==> config.mk <==
export PLATFORM = sky130hd
export DESIGN_NAME = gbe_txof_ctrl_flat
export DESIGN_NICKNAME = d
export VERILOG_FILES = /design/src/rtl/gbe_txof_if.sv /design/src/rtl/gbe_txof_ctrl.sv /design/src/flat_wrapper.sv
export SDC_FILE = /design/constraint.sdc
export NUM_CORES = 1
export LEC_CHECK = 0
export ABC_AREA = 1
export CORE_MARGIN = 2
export CORE_UTILIZATION = 52
export DETAILED_ROUTE_END_ITERATION = 8
export PLACE_DENSITY = 0.78
export SLEW_MARGIN = 20
export SYNTH_ARGS = -nofsm -noshare
export SYNTH_HDL_FRONTEND = slang
export SYNTH_SLANG_ARGS = --single-unit
==> constraint.sdc <==
create_clock -name user_clk -period 2.1 [get_ports user_clk]
set_input_delay 0.42 -clock user_clk [delete_from_list [all_inputs] [get_ports user_clk]]
set_output_delay 0.42 -clock user_clk [all_outputs]
set_load 0.1 [all_outputs]
==> src/rtl/gbe_txof_if.sv <==
// gbe_txof_if: signal bundle between the TX overflow controller and its environment.
//   ctrl_in      : software control word (bit0 cnt_en, bit1 clr, bit2 auto_rec, bit3 man_rec)
//   tx_overflow  : overflow level from the 10GbE core
//   tx_valid_in  : application frame valid
//   tx_eof_in    : application end-of-frame, qualified by tx_valid_in
//   tx_valid_out : gated valid towards the core
//   gbe_rst      : TX reset towards the core
//   ctr_out      : overflow event count (to the gbe0_txofctr user_data_in port)
//   state_out    : controller state, for debug
// Modports: master drives the inputs and observes the outputs; slave is the controller.
interface gbe_txof_if;
    logic [31:0] ctrl_in;
    logic        tx_overflow;
    logic        tx_valid_in;
    logic        tx_eof_in;
    logic        tx_valid_out;
    logic        gbe_rst;
    logic [31:0] ctr_out;
    logic [2:0]  state_out;

    modport master (
        output ctrl_in, tx_overflow, tx_valid_in, tx_eof_in,
        input  tx_valid_out, gbe_rst, ctr_out, state_out
    );

    modport slave (
        input  ctrl_in, tx_overflow, tx_valid_in, tx_eof_in,
        output tx_valid_out, gbe_rst, ctr_out, state_out
    );
endinterface

==> src/rtl/gbe_txof_ctrl.sv <==
// gbe_txof_ctrl: TX overflow controller for the 10GbE core, user_clk domain.
// Counts overflow events and sequences recovery: drain the in-flight frame, pulse the core
// TX reset for RST_CYCLES, hold off traffic for HOLDOFF cycles, resume on a frame boundary.
// Ports:
//   user_clk   : clock, rising edge
//   user_rst_n : asynchronous active-low reset
//   bus        : gbe_txof_if.slave (control word, overflow flag, TX stream, status outputs)
// Build option: define GBE_TXOF_SAT_EN to make the counter saturate at all-ones instead of
// wrapping.
module gbe_txof_ctrl #(
    parameter int unsigned CTR_WIDTH  = 32,
    parameter int unsigned RST_CYCLES = 16,
    parameter int unsigned HOLDOFF    = 64
) (
    input logic        user_clk,
    input logic        user_rst_n,
    gbe_txof_if.slave  bus
);

    typedef enum logic [2:0] {
        StRun   = 3'd0,
        StDrain = 3'd1,
        StReset = 3'd2,
        StHold  = 3'd3,
        StHalt  = 3'd4
    } state_e;

    localparam logic [15:0] RstLast  = 16'(RST_CYCLES - 1);
    localparam logic [15:0] HoldLast = 16'(HOLDOFF - 1);

    state_e               state_q, state_d;
    logic [15:0]          cyc_q, cyc_d;
    logic                 in_frame_q, in_frame_d;
    logic [CTR_WIDTH-1:0] ctr_q, ctr_d;
    logic                 gbe_rst_q;
    logic                 ovf_q, ovf_prev_q;
    logic                 clr_q, clr_prev_q;
    logic                 man_q, man_prev_q;

    logic cnt_en, auto_rec;
    logic ovf_evt, clr_evt, man_evt;
    logic eof_beat;
    logic unused_ctrl;

    assign cnt_en   = bus.ctrl_in[0];
    assign auto_rec = bus.ctrl_in[2];
    assign unused_ctrl = ^bus.ctrl_in[31:4];

    // Events compare the registered sample against the previous sample, so an overflow
    // first sampled at edge N acts at edge N+1.
    assign ovf_evt = ovf_q & ~ovf_prev_q;
    assign clr_evt = clr_q & ~clr_prev_q;
    assign man_evt = man_q & ~man_prev_q;

    assign eof_beat = bus.tx_valid_in & bus.tx_eof_in;

    always_comb begin
        in_frame_d = in_frame_q;
        if (bus.tx_valid_in) begin
            in_frame_d = ~bus.tx_eof_in;
        end
    end

    always_comb begin
        ctr_d = ctr_q;
        if (clr_evt) begin
            ctr_d = '0;
        end else if (ovf_evt && cnt_en) begin
`ifdef GBE_TXOF_SAT_EN
            if (ctr_q != {CTR_WIDTH{1'b1}}) begin
                ctr_d = ctr_q + 1'b1;
            end
`else
            ctr_d = ctr_q + 1'b1;
`endif
        end
    end

    always_comb begin
        state_d = state_q;
        cyc_d   = cyc_q;
        unique case (state_q)
            StRun: begin
                if (ovf_evt) state_d = StDrain;
            end
            StDrain: begin
                if (!in_frame_q || eof_beat) state_d = auto_rec ? StReset : StHalt;
            end
            StReset: begin
                if (cyc_q == RstLast) state_d = StHold;
                else                  cyc_d   = cyc_q + 16'd1;
            end
            StHold: begin
                // Count stops at the end of holdoff; then wait for an idle cycle.
                if (cyc_q != HoldLast)                       cyc_d   = cyc_q + 16'd1;
                else if (!in_frame_q && !bus.tx_valid_in)    state_d = StRun;
            end
            StHalt: begin
                if (man_evt) state_d = StReset;
            end
            default: state_d = StReset;
        endcase
        if (state_d != state_q) begin
            cyc_d = '0;
        end
    end

    always_ff @(posedge user_clk or negedge user_rst_n) begin
        if (!user_rst_n) begin
            state_q    <= StReset;
            cyc_q      <= '0;
            in_frame_q <= 1'b0;
            ctr_q      <= '0;
            gbe_rst_q  <= 1'b1;
            ovf_q      <= 1'b0;
            ovf_prev_q <= 1'b0;
            clr_q      <= 1'b0;
            clr_prev_q <= 1'b0;
            man_q      <= 1'b0;
            man_prev_q <= 1'b0;
        end else begin
            state_q    <= state_d;
            cyc_q      <= cyc_d;
            in_frame_q <= in_frame_d;
            ctr_q      <= ctr_d;
            gbe_rst_q  <= (state_d == StReset);
            ovf_q      <= bus.tx_overflow;
            ovf_prev_q <= ovf_q;
            clr_q      <= bus.ctrl_in[1];
            clr_prev_q <= clr_q;
            man_q      <= bus.ctrl_in[3];
            man_prev_q <= man_q;
        end
    end

    assign bus.tx_valid_out = (state_q == StRun) & bus.tx_valid_in;
    assign bus.gbe_rst      = gbe_rst_q;
    assign bus.ctr_out      = 32'(ctr_q);
    assign bus.state_out    = state_q;

endmodule

==> src/flat_wrapper.sv <==
// flat-port wrapper written by rule: the top's interface ports become plain ports
module gbe_txof_ctrl_flat 
#(
    parameter int unsigned CTR_WIDTH  = 32,
    parameter int unsigned RST_CYCLES = 16,
    parameter int unsigned HOLDOFF    = 64
)
  (user_clk, user_rst_n, bus_ctrl_in, bus_tx_overflow, bus_tx_valid_in, bus_tx_eof_in, bus_tx_valid_out, bus_gbe_rst, bus_ctr_out, bus_state_out);
  gbe_txof_if bus_i ();
  input logic user_clk;
  input logic user_rst_n;
  input wire logic [$bits(bus_i.ctrl_in)-1:0] bus_ctrl_in;
  input wire logic [$bits(bus_i.tx_overflow)-1:0] bus_tx_overflow;
  input wire logic [$bits(bus_i.tx_valid_in)-1:0] bus_tx_valid_in;
  input wire logic [$bits(bus_i.tx_eof_in)-1:0] bus_tx_eof_in;
  output wire logic [$bits(bus_i.tx_valid_out)-1:0] bus_tx_valid_out;
  output wire logic [$bits(bus_i.gbe_rst)-1:0] bus_gbe_rst;
  output wire logic [$bits(bus_i.ctr_out)-1:0] bus_ctr_out;
  output wire logic [$bits(bus_i.state_out)-1:0] bus_state_out;
  assign bus_i.ctrl_in = bus_ctrl_in;
  assign bus_i.tx_overflow = bus_tx_overflow;
  assign bus_i.tx_valid_in = bus_tx_valid_in;
  assign bus_i.tx_eof_in = bus_tx_eof_in;
  assign bus_tx_valid_out = bus_i.tx_valid_out;
  assign bus_gbe_rst = bus_i.gbe_rst;
  assign bus_ctr_out = bus_i.ctr_out;
  assign bus_state_out = bus_i.state_out;
  gbe_txof_ctrl #(.CTR_WIDTH(CTR_WIDTH), .RST_CYCLES(RST_CYCLES), .HOLDOFF(HOLDOFF)) u_core (.user_clk(user_clk), .user_rst_n(user_rst_n), .bus(bus_i));
endmodule
-- Word-level counts from Yosys, hierarchy flattened
Cells that the tools add are included.
- add/sub/neg operators: 2
- $mul: 0
- div/mod/pow operators: 0
- order comparisons: 0
- equal/unequal tests: 10
- shift-type cells: 0
- mux-type cells: 14
- bitwise logic cells: 9
- reductions and logical operators: 9
- operator list (kind ; number):
    2-to-1 mux 32 bit ; 2
    2-to-1 mux 16 bit ; 3
    adder 32 x 1 -> 32 bit, second input constant ; 1
    one-hot mux 16 bit (2 select lines) ; 1
    2-to-1 mux 3 bit ; 7
    adder 16 x 1 -> 16 bit, second input constant ; 1
    == test 16 x 4 -> 1 bit, second input constant ; 1
    != test 16 x 6 -> 1 bit, second input constant ; 1
    one-hot mux 3 bit (5 select lines) ; 1
    == test 3 x 2 -> 1 bit, second input constant ; 3
    AND 1 bit ; 5
    NOT 1 bit ; 4
    == test 3 x 1 -> 1 bit, second input constant ; 1
    == test 3 bit, second input constant ; 1
    zero test 3 bit ; 1
    != test 3 x 1 -> 1 bit, second input constant ; 1
    != test 3 bit ; 1
    != test 3 bit, second input constant ; 1
    AND reduction 3 bit ; 1
    nonzero test 3 bit ; 1
    logical AND 1 bit ; 2
    zero test 1 bit ; 2
    nonzero test 2 bit ; 1
    logical OR 1 bit ; 1
- register bits: 59
- bits in latches: 0
- RAM bits: 0
- bits in read-only memories: 0
- input bits: 37
- output and inout bits: 37
- logic and storage cells: 55
- memories: 0

-- Logic depth before layout (Yosys ltp)
Gate-level depths: netlist (run 1).
- word-level depth: 8
- mapped depth: 13
- gate-level depth less buffers: 12

-- Worst setup path before layout (run 1)
No wires, ideal clock.
- kind: reg2out
- start: reg u_core.state_q[0], in the netlist u_core.bus.state_out[0]
- end: out bus_tx_valid_out
- data arrival time: 3.312 ns
- data required time: 1.680 ns
- slack: -1.632 ns
- stages on the path, launching flop included: 4
- path buffers: 0
- path through: dfrtp_1 > inv_2 > nand2_2 > nor3b_1
- word-level cells in the longest chain between the ends: 2
- RTL lines (item ; line ; text):
    start, declared ; gbe_txof_ctrl.sv:31 ; state_e state_q, state_d;
    start signal, assigned ; gbe_txof_ctrl.sv:110 ; state_q <= StReset;
    start signal, assigned ; gbe_txof_ctrl.sv:122 ; state_q <= state_d;
    zero test 3 bit ; gbe_txof_ctrl.sv:136 ; assign bus.tx_valid_out = (state_q == StRun) & bus.tx_valid_in;
    AND 1 bit ; gbe_txof_ctrl.sv:136 ;
    end, declared ; flat_wrapper.sv:16 ; output wire logic [$bits(bus_i.tx_valid_out)-1:0] bus_tx_valid_out;
Every way passes these cells.

-- Worst setup path in the final report (run 1)
Ends and elaborated chain as after synthesis.

==> results.txt, run 1 <==
CP delay by family, top = flip-flops
Min Hold Slack = 0.3798 ns
share of cells above drive strength 1 = 22.93%
critical-path cell list = inv_4 > nand2_2 > nor3b_4 > buf_12
fillers = 593
Cell variety after synth = 38
static leakage = 2.036 nW
port buffer count = 45
commonest cells after routing, fill and taps aside = nand2_1 (132), nor2_1 (59), inv_1 (58)
root buffer cell = clkbuf_8
Worst Hold Class = flop to flop
power share of the combinational group = 10.3%
GRT Total Usage = 25.51%
P&R area growth vs syn = 24.10%
first-pass GRT wire length = 15.22 mm
Sw Pwr = 0.7187 mW
clk_skew = 0.01188 ns
Cell Rows = 30
antenna violations before repair = 0
syn_area_per_cell = 7.272 um^2
fmax = 516.3 MHz
CP startpoint = u_core.bus.state_out[0]
number of global-route vias before repair = 3259
Hold Fails Final Rpt = 0
DIE WIDTH = 87.12 um
Setup crit start kind = flop
Seq/Total Area, Yosys = 41.17%
Max Cap Viol = 0
largest net degree at the start of global routing = 45
Slowest-stage cell, CP = dfrtp_4
cts bufs inserted = 9
top post-synthesis cells by area = dfrtp_1 (40%), nand2_1 (14%), nor2_1 (6.3%)
PD cells = 585.6 mW/mm^2
Mapped Cells = 494
Max Transition Viols Final = 0
CP bufs+invs = 2
max reg flops = 32
crit path DAT = 1.52 ns
Worst path max stage delay = 0.52 ns
sequential power share = 45.5%
maximum VDD drop = 0.3462 mV
routed wire length per instance = 14.18 um
critical path type = flop to output port
final setup vio count = 0
Die H = 87.12 um
unrepaired setup endpoints after global routing = false
Mapped Nets = 533
Clock transition at path regs = 0.07 ns
Worst Path Required = 1.68 ns
Final Util = 65.98%
Final Power = 2.611 mW
actual slew at the worst max-slew pin = 0.4702 ns
I/O pin count = 74
Final Critical Period = 1.937 ns
Pre-antenna DRT Iters = 6
Synth area leader = dfrtp_1
worst r2r src = u_core.bus.state_out[1]
via/cell ratio = 5.440
Internal = 1.892 mW
Yosys top cell area share = 39.71%
worst-path fanout max = 7
GR Overflow Total = 0
H-tree Lvls = 3
# DRC = 0
Clock Tree Buf Depth = 2
total detailed-routing wirelength = 9.173 mm
FF+latch count, synth = 59
ANT nets after route = 0
die area = 0.007589 mm^2
Initial Utilization = 53.17%
fin worst setup slack = 0.1633 ns
Vias = 3520
leading cell type in the layout, fill and taps excluded = nand2_1
gpl congestion = 0.9167
initial DRC count = 245
clk_lat worst skew = 0.35 ns
fin crit share = 92.22%
CTS tree = done
critical path endpoint category = output port
NumNets Final = 601
YS warnings = 0
max_slew headroom = 68.41%
n_diodes = 0
Post-Syn Area = 0.003592 mm^2
switching power share of the total = 27.53%
Post-DP HPWL = 6.646 mm
Core Area = 0.006756 mm^2
placed inst area = 0.004223 mm^2
hold wc startpoint = u_core.clr_q
pre-CTS WS = -0.03102 ns
CTS sink cnt = 59
design area = 0.004458 mm^2
status = finished, final reports clean
Clk pwr share = 44.2%
[layer usage]
metal	up-vias	global-route usage, %	part of all wire (%)
li1	1739	-	-
met1	1627	32.22	43
met2	122	42.33	49
met3	32	3.602	4.7
met4	0	13.57	3.1
met5	-	0	0
[final timing paths]
check | endpoint | slack (ns) | cells after the start
setup / recovery | bus_tx_valid_out | 0.16 | 4
hold / removal | u_core.clr_prev_q | 0.38 | 0
setup reg to reg | u_core.cyc_q[15] | 0.17 | 12
hold reg to reg | u_core.clr_prev_q | 0.38 | 0
max in group asynchronous | u_core.bus.ctr_out[2] | 0.97 | 3
min in group asynchronous | u_core.man_prev_q | 0.53 | 2
[layout make-up]
type | count | area (um^2) | area share, %
Timing Repair Buffer | 64 | 560.5 | 12.57
Clock buffer | 9 | 123.9 | 2.779
Clock inverter | 7 | 92.59 | 2.077
Tap cell | 80 | 100.1 | 2.245
Sequential cell | 59 | 1491 | 33.45
Multi-Input combinational cell | 364 | 1847 | 41.43
Inverter | 64 | 242.7 | 5.445
[worst reg2reg max path, delay by kind of cell (launching register included)]
family | cells | cell delay (ns)
AND/OR/NAND/NOR | 10 | 0.97
flip-flops | 1 | 0.60
buffers and inverters | 2 | 0.28
[cell families after synthesis]
family          share of synthesized area [%]
simple gates                            40.93
buf+inv                                 7.976
flops                                   41.17
compound gates                          8.742
xor+xnor                               0.4877
fa+ha+maj                              0.6965
[power groups by stage]
stage | sequential, mW | clock, mW | combinational, mW
4_1_cts | 1.19 | 1.17 | 0.271
3_3_place_gp | 1.21 | 0 | 0.266
3_5_place_dp | 1.21 | 0 | 0.269
2_1_floorplan | 1.32 | 0 | 0.0537
6_report | 1.19 | 1.15 | 0.269
5_1_grt | 1.19 | 1.23 | 0.287
[Yosys cell counts, drive strengths merged]
cell,n
a211oi,2
a21o,1
a21oi,19
a22oi,2
and3,1
buf,4
clkbuf,3
clkinv,2
dfrtp,57
dfstp,2
ha,2
inv,62
nand2,141
nand3,44
nand4,21
nor2,82
nor3,14
nor3b,2
nor4,1
o21a,2
o21ai,17
o21ba,1
o21bai,7
o31ai,2
or2,1
xnor2,2
[per-stage QoR]
step                instances  setup TNS, ns
finish                    647              0
global route              647              0
CTS                       647              0
detailed placement        630       -0.03102
global placement          630              0
floorplan                 494       -0.01010
[repair_timing]
item / 4_1_cts / 5_1_grt
setup endpoints to repair: 0 / 7
buffers inserted: 0 / 0
hold buffers: 1 / 0
gates resized for setup: 0 / 3
endpoints found under the hold margin: 12 / 0
(Power assumes the default switching activity.)
==> inputs of run 2 (changes only) <==
--- a/config.mk
+++ b/config.mk
@@ -7,9 +7,10 @@
 export LEC_CHECK = 0
 export ABC_AREA = 1
 export CORE_MARGIN = 2
-export CORE_UTILIZATION = 52
+export CORE_UTILIZATION = 55
 export DETAILED_ROUTE_END_ITERATION = 8
-export PLACE_DENSITY = 0.78
+export DONT_BUFFER_PORTS = 1
+export PLACE_DENSITY = 0.67
 export SLEW_MARGIN = 20
 export SYNTH_ARGS = -nofsm -noshare
 export SYNTH_HDL_FRONTEND = slang
==> run 2 against run 1 <==
Maximum frequency grew 0.60%. Routed wire length shrank 7.7%. Die area shrank 5.2%. Clock skew is essentially flat. Count of clock-buffer cells in the layout grew 1. Critical endpoint unchanged. Highest routed layer unchanged.
==> results.txt, run 2 (same netlist as run 1, synthesis figures left out) <==
Post-DP HPWL = 6.236 mm
R2R cell count = 11
GR Overflow Total = 0
share of cells above drive strength 1 = 20.55%
# DRC = 0
status = finished, final reports clean
setup TNS = 0 ns
commonest cells after routing, fill and taps aside = nand2_1 (133), nor2_1 (59), inv_1 (58)
max reg flops = 32
antenna violations before repair = 0
clk_lat worst skew = 0.35 ns
Final Util = 67.33%
I/O pin count = 74
routed wire length per instance = 13.62 um
pre-CTS WS = 0.2002 ns
Vias = 3381
crit path DAT = 1.51 ns
gpl congestion = 0.8828
clk_skew = 0.01160 ns
root buffer cell = clkbuf_8
Max Cap Viol = 0
number of global-route vias before repair = 3242
die area = 0.007194 mm^2
Initial Utilization = 56.57%
PD cells = 636.1 mW/mm^2
critical path type = flop to output port
largest net degree at the start of global routing = 60
H-tree Lvls = 3
static leakage = 1.939 nW
CTS tree = done
unrepaired setup endpoints after global routing = false
Core Area = 0.006350 mm^2
actual slew at the worst max-slew pin = 0.4906 ns
fillers = 561
Die H = 84.82 um
CP bufs+invs = 2
Final Critical Period = 1.925 ns
critical path depth = 3
maximum VDD drop = 0.4264 mV
leading cell type in the layout, fill and taps excluded = nand2_1
setup bufs post-CTS = 0
Worst Hold Class = input pin to flop
cts bufs inserted = 9
Cell Rows = 29
placed cells = 604
Hold Fails Final Rpt = 0
max_slew headroom = 67.37%
CP delay by family, top = flip-flops
Worst path max stage delay = 0.46 ns
port buffer count = 0
fin worst setup slack = 0.1749 ns
Final Power = 2.719 mW
total detailed-routing wirelength = 8.470 mm
Setup crit start kind = flop
n_diodes = 0
worst-path fanout max = 7
critical-path cell list = buf_4 > nor3b_4 > buf_12
Clock Tree Buf Depth = 2
via/cell ratio = 5.436
Max Transition Viols Final = 0
critical path endpoint category = output port
DIE WIDTH = 84.82 um
ANT nets after route = 0
final setup vio count = 0
initial DRC count = 203
GRT Total Usage = 25.05%
NumNets Final = 579
Worst Path Required = 1.68 ns
Clock transition at path regs = 0.07 ns
design area = 0.004275 mm^2
P&R area growth vs syn = 19.02%
Hold Path Depth = 0
placed inst area = 0.003994 mm^2
fmax = 519.4 MHz
first-pass GRT wire length = 14.39 mm
final std cells w/o fill = 622
fin crit share = 91.67%
CTS sink cnt = 59
Pre-antenna DRT Iters = 4
Slowest-stage cell, CP = dfrtp_2
Min Hold Slack = 0.09830 ns
==> run 2: timing repair <==
item                                    CTS  global route
endpoints found under the setup margin    0             1
hold buffers                              2             0
hold endpoints to repair                 59             0
gates resized for setup                   0             1
==> run 2: cell type report <==
type                    instances  area [um^2]  area share (%)
multi-input cells             364         1841           43.05
flip-flops and latches         59         1491           34.88
repair buffers                 42        362.8           8.487
inverters                      64        242.7           5.678
clock buffers                  10        127.6           2.985
clock inverters                 6        113.9           2.663
well taps                      77        96.34           2.253
==> run 2: worst register-to-register path, delay by kind of cell, from the launching register on <==
kind / cells / cell delay, ns
adders and majority gates: 1 / 0.26
AOI/OAI and AO/OA: 1 / 0.18
and+or+nand+nor: 7 / 0.72
DFF: 1 / 0.41
buffers and inverters: 2 / 0.28
==> run 2: power breakdown <==
group / leakage (nW) / internal (mW) / switching, mW / total [mW]
sequential: 0.778 / 1.16 / 0.0250 / 1.19
combinational: 1.05 / 0.0506 / 0.202 / 0.253
clock: 0.113 / 0.790 / 0.489 / 1.28
total: 1.94 / 2.00 / 0.716 / 2.72
==> run 2: final timing paths <==
| check | to | slack [ns] | start |
|---|---|---|---|
| worst max-delay path | bus_tx_valid_out | 0.17 | u_core.bus.state_out[2] |
| worst min-delay path | u_core.man_q | 0.1 | bus_ctrl_in[3] |
| worst max register to register | u_core.cyc_q[5] | 0.19 | u_core.cyc_q[0] |
| worst min register to register | u_core.clr_prev_q | 0.37 | u_core.clr_q |
| max in group asynchronous | u_core.bus.state_out[1] | 1.19 | user_rst_n |
| min in group asynchronous | u_core.bus.ctr_out[25] | 0.59 | user_rst_n |
==> run 2: per-layer routing <==
metal  track usage [%]  part of all wire [%]
met1             29.73                    42
met4             10.68                   2.7
met5                 0                     0
met3             4.669                   4.0
met2             44.45                    52
==> inputs of run 3 (changes only) <==
--- a/config.mk
+++ b/config.mk
@@ -6,11 +6,14 @@
 export NUM_CORES = 1
 export LEC_CHECK = 0
 export ABC_AREA = 1
+export CELL_PAD_IN_SITES_DETAIL_PLACEMENT = 0
+export CELL_PAD_IN_SITES_GLOBAL_PLACEMENT = 1
 export CORE_MARGIN = 2
-export CORE_UTILIZATION = 55
+export CORE_UTILIZATION = 47
+export CTS_BUF_LIST = sky130_fd_sc_hd__clkbuf_4
 export DETAILED_ROUTE_END_ITERATION = 8
 export DONT_BUFFER_PORTS = 1
-export PLACE_DENSITY = 0.67
+export PLACE_DENSITY = 0.79
 export SLEW_MARGIN = 20
 export SYNTH_ARGS = -nofsm -noshare
 export SYNTH_HDL_FRONTEND = slang
==> run 3 against run 2 <==
Global-route usage shrank 2.9 points. Total power shrank 13%. Setup slack lost 0.046 ns.
==> results.txt, run 3 (same netlist as run 1, synthesis figures left out) <==
Clock transition at path regs = 0.10 ns
Worst Hold Class = input pin to flop
Max Transition Viols Final = 0
root buffer cell = clkbuf_4
GRT Total Usage = 22.14%
fillers = 710
sequential power share = 49.6%
via/cell ratio = 5.087
gpl congestion = 0.8983
final std cells w/o fill = 647
Worst Path Required = 1.68 ns
Final Util = 58.08%
critical-path cell list = inv_4 > nand2_2 > nor3b_4 > buf_12
worst-path fanout max = 7
total detailed-routing wirelength = 8.664 mm
routed wire length per instance = 13.39 um
unrepaired setup endpoints after global routing = false
Core Area = 0.007331 mm^2
max_slew headroom = 67.54%
CTS sink cnt = 59
die area = 0.008359 mm^2
Pre-antenna DRT Iters = 5
GR Overflow Total = 0
leading cell type in the layout, fill and taps excluded = nand2_1
CTS tree = done
clk_skew = 0.02317 ns
Max Cap Viol = 0
DIE WIDTH = 91.43 um
Final Critical Period = 1.971 ns
initial DRC count = 117
P&R area growth vs syn = 18.53%
ANT nets after route = 0
placed cells = 626
static leakage = 1.930 nW
commonest cells after routing, fill and taps aside = nand2_1 (132), nor2_1 (59), inv_1 (58)
Sw Pwr = 0.6750 mW
Die H = 91.43 um
pre-CTS WS = 0.1436 ns
switching power share of the total = 28.39%
first-pass GRT wire length = 14.86 mm
largest net degree at the start of global routing = 60
port buffer count = 0
Post-DP HPWL = 6.415 mm
critical path endpoint category = output port
Vias = 3291
cts bufs inserted = 9
Setup crit start kind = flop
Clock Tree Buf Depth = 2
fmax = 507.2 MHz
Worst path max stage delay = 0.52 ns
PD cells = 558.3 mW/mm^2
n_diodes = 0
Cell Rows = 31
Min Hold Slack = 0.03611 ns
final setup vio count = 0
crit path DAT = 1.55 ns
status = finished, final reports clean
number of global-route vias before repair = 3154
I/O pin count = 74
antenna violations before repair = 0
power share of the combinational group = 10.9%
fin crit share = 93.88%
# DRC = 0
Initial Utilization = 49.00%
fin worst setup slack = 0.1285 ns
maximum VDD drop = 0.2893 mV
CP bufs+invs = 2
CP delay by family, top = flip-flops
max reg flops = 32
Final Power = 2.377 mW
Clk pwr share = 39.5%
clk_lat worst skew = 0.41 ns
H-tree Lvls = 3
NumNets Final = 582
share of cells above drive strength 1 = 20.99%
Internal = 1.702 mW
actual slew at the worst max-slew pin = 0.4880 ns
Slowest-stage cell, CP = dfrtp_4
Hold Fails Final Rpt = 0
critical path type = flop to output port
run 3: changes by cell type in the layout (fill, tap and decap cells not counted), sizes merged:
cell / before / now
buf: 41 / 43
bufinv: 3 / 2
clkinv: 3 / 5
clkinvlp: 2 / 1
dlygate4sd3: 1 / 2
run 3: power by group through the flow:
stage,logic [mW],registers (mW),clock network [mW]
CTS,0.261,1.18,0.968
global placement,0.225,1.20,0
finish,0.258,1.18,0.940
floorplan,0.0537,1.32,0
global route,0.276,1.18,1.01
detailed placement,0.228,1.20,0
run 3: worst paths after layout:
kind,startpoint,end,slack (ns),depth (start not counted)
max in group asynchronous,user_rst_n,u_core.bus.state_out[1],1.25,2
min in group asynchronous,user_rst_n,u_core.bus.ctr_out[21],0.53,2
worst min-delay path,bus_ctrl_in[3],u_core.man_q,0.04,0
worst max-delay path,u_core.bus.state_out[0],bus_tx_valid_out,0.13,4
worst max register to register,u_core.cyc_q[0],u_core.cyc_q[7],0.24,10
worst min register to register,u_core.clr_q,u_core.clr_prev_q,0.39,0
run 3: area by class of cell:
type                    instances  area [um^2]  area share [%]
well taps                      99        123.9           2.909
multi-input cells             364         1843           43.29
clock inverters                 6        81.33           1.910
flip-flops and latches         59         1491           35.03
inverters                      64        242.7           5.701
repair buffers                 45        400.4           9.403
clock buffers                  10        75.07           1.763
run 3: per-stage QoR:
stage	setup TNS, ns	instance area (um^2)
floorplan	-0.01010	3618
global placement	0	4021
detailed placement	0	4021
CTS	0	4225
global route	0	4258
finish	0	4258
run 3: routing by layer:
metal	GRT usage (%)	vias up	routed length, um
li1	-	1701	-
met1	26.99	1508	3839
met2	38.48	66	4291
met3	3.900	16	340
met4	8.965	0	193
met5	0	-	0
run 3: what timing repair did:
item                       CTS  global route
setup endpoints to repair    0            16
hold endpoints to repair    60             0
buffers inserted             0             2
hold buffers                 3             0
resized for setup            0             2
